**config.mk**
```make
export PLATFORM = sky130hd
export DESIGN_NAME = layer_mem_arbiter
export DESIGN_NICKNAME = d
export VERILOG_FILES = /design/src/rtl/layer_mem_arb_pkg.sv /design/src/rtl/rd_tag_pipe.sv /design/src/rtl/layer_mem_arbiter.sv
export SDC_FILE = /design/constraint.sdc
export NUM_CORES = 1
export LEC_CHECK = 0
export CORE_AREA = 2 2 46 48
export CTS_CLUSTER_SIZE = 30
export DETAILED_ROUTE_END_ITERATION = 7
export DIE_AREA = 0 0 48 50
export DONT_BUFFER_PORTS = 1
export HOLD_SLACK_MARGIN = 0.02
export PLACE_DENSITY_LB_ADDON = 0.1
export SLEW_MARGIN = 20
export SYNTH_ARGS = -nofsm -noshare
export SYNTH_HDL_FRONTEND = slang
export SYNTH_SLANG_ARGS = --single-unit
```
**constraint.sdc**
```tcl
create_clock -name Clk -period 1.56 [get_ports Clk]
set_clock_uncertainty 0.05 [all_clocks]
set_input_delay 0.312 -clock Clk [delete_from_list [all_inputs] [get_ports Clk]]
set_output_delay 0.312 -clock Clk [all_outputs]
set_load 0.03 [all_outputs]
```
**src/rtl/layer_mem_arb_pkg.sv**
```systemverilog
// Shared types for layer_mem_arbiter: arbiter states and read-return owner tags.
package layer_mem_arb_pkg;

    // State names carry an S_ prefix so they do not collide with the owner tags.
    typedef enum logic [1:0] {
        S_IDLE  = 2'd0,
        S_OWN_C = 2'd1,
        S_OWN_H = 2'd2,
        S_TURN  = 2'd3
    } arb_state_t;

    typedef enum logic [1:0] {
        OWN_NONE = 2'd0,
        OWN_C    = 2'd1,
        OWN_H    = 2'd2
    } owner_t;

endpackage

```
**src/rtl/rd_tag_pipe.sv**
```systemverilog
// RD_LAT-deep shift register of read-owner tags, aligned with the RAM read latency.
module rd_tag_pipe
    import layer_mem_arb_pkg::*;
#(
    parameter int unsigned RD_LAT = 2
) (
    input  logic   Clk,
    input  logic   Reset_n,
    input  owner_t tag_i,
    output owner_t tag_o
);

    owner_t pipe_q [RD_LAT];

    always_ff @(posedge Clk) begin
        if (!Reset_n) begin
            for (int unsigned i = 0; i < RD_LAT; i++) begin
                pipe_q[i] <= OWN_NONE;
            end
        end else begin
            pipe_q[0] <= tag_i;
            for (int unsigned i = 1; i < RD_LAT; i++) begin
                pipe_q[i] <= pipe_q[i-1];
            end
        end
    end

    assign tag_o = pipe_q[RD_LAT-1];

endmodule

```
**src/rtl/layer_mem_arbiter.sv**
```systemverilog
// Single-port RAM arbiter: compute (C) priority over host (H), tagged read return.
// Optional host starvation guard enabled by defining ARB_STARVE_GUARD_EN.
module layer_mem_arbiter
    import layer_mem_arb_pkg::*;
#(
    parameter int unsigned ADDR_W     = 10,
    parameter int unsigned DATA_W     = 16,
    parameter int unsigned RD_LAT     = 2,
    parameter int unsigned STARVE_MAX = 8
) (
    input  logic              Clk,
    input  logic              Reset_n,
    input  logic              c_req,
    input  logic [ADDR_W-1:0] c_addr,
    output logic              c_gnt,
    output logic              c_rvalid,
    output logic [DATA_W-1:0] c_rdata,
    input  logic              h_req,
    input  logic              h_we,
    input  logic [ADDR_W-1:0] h_addr,
    input  logic [DATA_W-1:0] h_wdata,
    output logic              h_gnt,
    output logic              h_rvalid,
    output logic [DATA_W-1:0] h_rdata,
    output logic [ADDR_W-1:0] mem_addr,
    output logic              mem_we,
    output logic [DATA_W-1:0] mem_wdata,
    input  logic [DATA_W-1:0] mem_rdata
);

    if (RD_LAT < 1 || STARVE_MAX < 1) begin : g_bad_param
        $error("layer_mem_arbiter: RD_LAT and STARVE_MAX must be at least 1");
    end

    arb_state_t state_q, state_d;
    owner_t     next_own_q, next_own_d;
    owner_t     tag_push, tag_out;
    logic       starve_hit;

    // Grants and RAM drive are combinational from the registered owner.
    always_comb begin
        c_gnt = 1'b0;
        h_gnt = 1'b0;
        if (Reset_n) begin
            case (state_q)
                S_OWN_C: c_gnt = c_req;
                S_OWN_H: h_gnt = h_req;
                default: ;
            endcase
        end
        mem_addr  = c_gnt ? c_addr : (h_gnt ? h_addr : '0);
        mem_we    = h_gnt & h_we;
        mem_wdata = h_gnt ? h_wdata : '0;
        tag_push  = c_gnt ? OWN_C : ((h_gnt && !h_we) ? OWN_H : OWN_NONE);
    end

`ifdef ARB_STARVE_GUARD_EN
    localparam int unsigned SW = $clog2(STARVE_MAX + 1);
    logic [SW-1:0] starve_q, starve_d;

    always_comb begin
        starve_d = starve_q;
        if (!h_req || h_gnt) begin
            starve_d = '0;
        end else if (c_gnt && starve_q != SW'(STARVE_MAX)) begin
            starve_d = starve_q + 1'b1;
        end
        // Hand over on the grant that brings the count to STARVE_MAX.
        starve_hit = c_gnt && h_req && (starve_q >= SW'(STARVE_MAX - 1));
    end

    always_ff @(posedge Clk) begin
        if (!Reset_n) starve_q <= '0;
        else          starve_q <= starve_d;
    end
`else
    assign starve_hit = 1'b0;
`endif

    always_comb begin
        state_d    = state_q;
        next_own_d = next_own_q;
        case (state_q)
            S_IDLE: begin
                if (c_req)      state_d = S_OWN_C;
                else if (h_req) state_d = S_OWN_H;
            end
            S_OWN_C: begin
                if (h_req && (!c_req || starve_hit)) begin
                    state_d    = S_TURN;
                    next_own_d = OWN_H;
                end else if (!c_req) begin
                    state_d = S_IDLE;
                end
            end
            S_OWN_H: begin
                if (c_req) begin
                    state_d    = S_TURN;
                    next_own_d = OWN_C;
                end else if (!h_req) begin
                    state_d = S_IDLE;
                end
            end
            S_TURN: begin
                if (next_own_q == OWN_C) begin
                    if (c_req)      state_d = S_OWN_C;
                    else if (h_req) state_d = S_OWN_H;
                    else            state_d = S_IDLE;
                end else begin
                    if (h_req)      state_d = S_OWN_H;
                    else if (c_req) state_d = S_OWN_C;
                    else            state_d = S_IDLE;
                end
            end
            default: state_d = S_IDLE;
        endcase
    end

    always_ff @(posedge Clk) begin
        if (!Reset_n) begin
            state_q    <= S_IDLE;
            next_own_q <= OWN_NONE;
        end else begin
            state_q    <= state_d;
            next_own_q <= next_own_d;
        end
    end

    rd_tag_pipe #(
        .RD_LAT (RD_LAT)
    ) u_rd_tag_pipe (
        .Clk     (Clk),
        .Reset_n (Reset_n),
        .tag_i   (tag_push),
        .tag_o   (tag_out)
    );

    assign c_rvalid = Reset_n && (tag_out == OWN_C);
    assign h_rvalid = Reset_n && (tag_out == OWN_H);
    assign c_rdata  = c_rvalid ? mem_rdata : '0;
    assign h_rdata  = h_rvalid ? mem_rdata : '0;

endmodule

```
==> results.py <==
metrics = {
    "detailed_routing": {
        "drc": 0,
        "wl_per_cell_um": 15.5,
        "wl_um": 2580,
        "ant_nets": 0,
        "vias_per_cell": 5.26,
        "dr.pass1.iters": 4,
        "num_vias": 873,
        "drtIter0Drc": 13,
    },
    "critical_path": {
        "worst-setup-path-type": "register to output port",
        "endpoint_kind": "output port",
        "max_stage_delay_ps": 370,
        "crit_buf_inv": 2,
        "crit_required_ps": 1200,
        "arrival_ps": 1310,
        "critical_path.max_fanout": 29,
        "cpMaxStageDelayCell": "dfxtp_4",
        "startpoint_type": "register",
        "critical-path-top-delay-family": "flip-flops",
        "worstPathCellList": "nor3b_4 > buf_12 > and2_1 > buf_6",
    },
    "synthesis": {
        "synth_cell_types": 23,
        "syn_nets": 155,
        "yosysSeqAreaShare_pct": 21.2,
        "synth_top_area_share_pct": 42.1,
        "synth.avg_cell_area_um2": 7.72,
        "ys.warnings.count": 0,
        "synth_top_family_by_area": "simple AND/OR/NAND/NOR gates",
        "yosys.area.top_type": "and2_1",
        "synthMuxAreaShare_pct": 0,
        "yosys.area_share.simple_pct": 55.2,
        "synth_cells": 98,
        "synth_compound_area_share_pct": 18.0,
        "synth-seq-cells": 8,
        "synth-xor-area-share_pct": 0,
        "syn_area_um2": 757,
        "synth_area_leaders": "and2_1 (42%), dfxtp_1 (21%), a22o_1 (12%)",
        "synthAdderAreaFrac_pct": 0,
    },
    "grt": {
        "antenna_found_initial": 0,
        "grt_max_degree": 30,
        "met1_usage_pct": 15.6,
        "grt_pass1_vias": 656,
        "grtUsageMet3_pct": 3.66,
        "grt.met2_usage_pct": 27.6,
        "grtUsageTotal_pct": 15.1,
        "overflow": 0,
        "grt-busiest-layer": "met2",
        "grt_pass1_wl_um": 2710,
    },
    "clock_network": {
        "cts_buffers": 3,
        "htreeDepth": 1,
        "ctsHoldBuffers": 0,
        "cts_root_buffer": "clkbuf_4",
        "cts_tree": "done",
        "cts.clk_slew.worst_paths_ps": 50,
        "cts_buffer_depth": 2,
        "cts.sinks": 8,
        "clkLatencyLatePin_ps": 250,
    },
    "finish": {
        "num_antenna_cells": 0,
        "area_growth_pct": 86.8,
        "final_common_cell": "buf_6",
        "mostFrequentLayoutCells": "buf_6 (35), and2_4 (31), and2_1 (20)",
        "fin_area_um2": 1410,
        "drive_above_1_share_pct": 69.8,
        "nets": 198,
    },
    "timing": {
        "post-route-period-util_pct": 107,
        "fmax_mhz": 597,
        "rsz0062_at_grt": "yes",
        "setup-violations-final": 45,
        "worst_slack_ps": -114,
        "finalHoldViolCount": 0,
        "final_max_slew_viol_count": 0,
        "slew_headroom_pct": 84.8,
        "worstMarginPinSlew_ps": 227,
        "min_period_ps": 1670,
    },
    "die": {
        "start_util_pct": 39.8,
        "chipWidth_um": 48,
        "core_area_um2": 1900,
        "fp.dieH_um": 50,
        "die_area_um2": 2400,
        "io_pins": 120,
        "num_rows": 16,
    },
    "placement": {
        "place_area_um2": 1120,
        "io_buffer_count": 0,
        "dp_hpwl_um": 1850,
        "gp_congestion": 0.819,
    },
    "outcome": {
        "outcome": "finished with violations",
        "violations": "negative setup slack",
    },
    "run": {
        "maxCapViolCount": 0,
    },
    "power_and_ir_drop": {
        "vdd_drop_max_v": 0.000375,
        "leakage_nw": 0.655,
        "p_per_area_nw_per_um2": 361,
        "p_total_mw": 0.511,
    },
    "hold_path": {
        "hp-class": "input pin to register",
    },
}
## sequential cells by signal (all words and copies together) (netlist names)
register,flops
next_own_q,2
state_q,2
u_rd_tag_pipe.pipe_q,4
## worst reg2reg max path, stage by stage, from the launching register on
cell,delay (ps)
dfxtp_4,370
nor3b_4,210
buf_12,180
and2b_1,130
## layout make-up
cell class / count / area [µm²]
Clock buffer: 3 / 22.5
Inverter: 1 / 3.75
Sequential cell: 8 / 168
Tap cell: 27 / 33.8
Multi-Input combinational cell: 83 / 682
Timing Repair Buffer: 44 / 504
Fill cell: 142 / 488
## final timing paths
| kind | start | to | slack, ps | cells after the start |
|---|---|---|---|---|
| max | state_q[0] | mem_wdata[10] | -110 | 4 |
| max reg2reg | state_q[0] | u_rd_tag_pipe.pipe_q[0][1] | 560 | 3 |
| min reg2reg | u_rd_tag_pipe.pipe_q[0][1] | u_rd_tag_pipe.pipe_q[0][3] | 390 | 1 |
| min | Reset_n | u_rd_tag_pipe.pipe_q[0][3] | 140 | 1 |
## stage by stage
| stage | hold slack (ps) | TNS (ps) | setup WS (ps) | cells | utilization, % |
|---|---|---|---|---|---|
| floorplan | 362 | 0 | 21.6 | 98 | - |
| global placement | 363 | 0 | 99.3 | 159 | 58.8 |
| detailed placement | 378 | 0 | 74.7 | 159 | 58.8 |
| CTS | 130 | -3300 | -121 | 162 | 66.4 |
| global route | 132 | -6570 | -181 | 166 | 74.3 |
| finish | 139 | -3880 | -114 | 166 | 74.3 |
## synth_stat cells, drive strengths merged
master,number
nor3b,2
nor2,3
nand2,3
and2b,1
o2111a,1
nand3,1
o21ai,1
and2,51
nand2b,3
a31oi,1
a22o,10
buf,6
nand3b,1
inv,1
o22ai,1
o21bai,1
and3,1
dfxtp,8
a211oi,1
a21oi,1
## per-layer routing
metal	routed length, µm	up-vias	part of all wire (%)
met5	0	-	0
met2	1430	85	56
met4	0	0	0
met3	372	0	14
li1	-	411	-
met1	775	377	30
## where the power goes
group	leakage (nW)	total, mW	switching (mW)	internal (mW)
registers	0.0671	0.222	0.00949	0.213
logic	0.574	0.135	0.0761	0.0590
clock network	0.0138	0.153	0.0658	0.0877
## cell families (layout without fill, tap and decap cells)
kind of cell           after synthesis  after routing
and+or+nand+nor                     66             66
AOI/OAI and AO/OA                   17             17
DFF                                  8              8
buffers and inverters                7             48
## repair_timing
item / in CTS / in global routing
buffers inserted: 0 / 1
endpoints found under the setup margin: 61 / 61
resized for setup: 46 / 36
gates cloned: 0 / 3
pin swaps: 2 / 8
(Power assumes the default switching activity.)
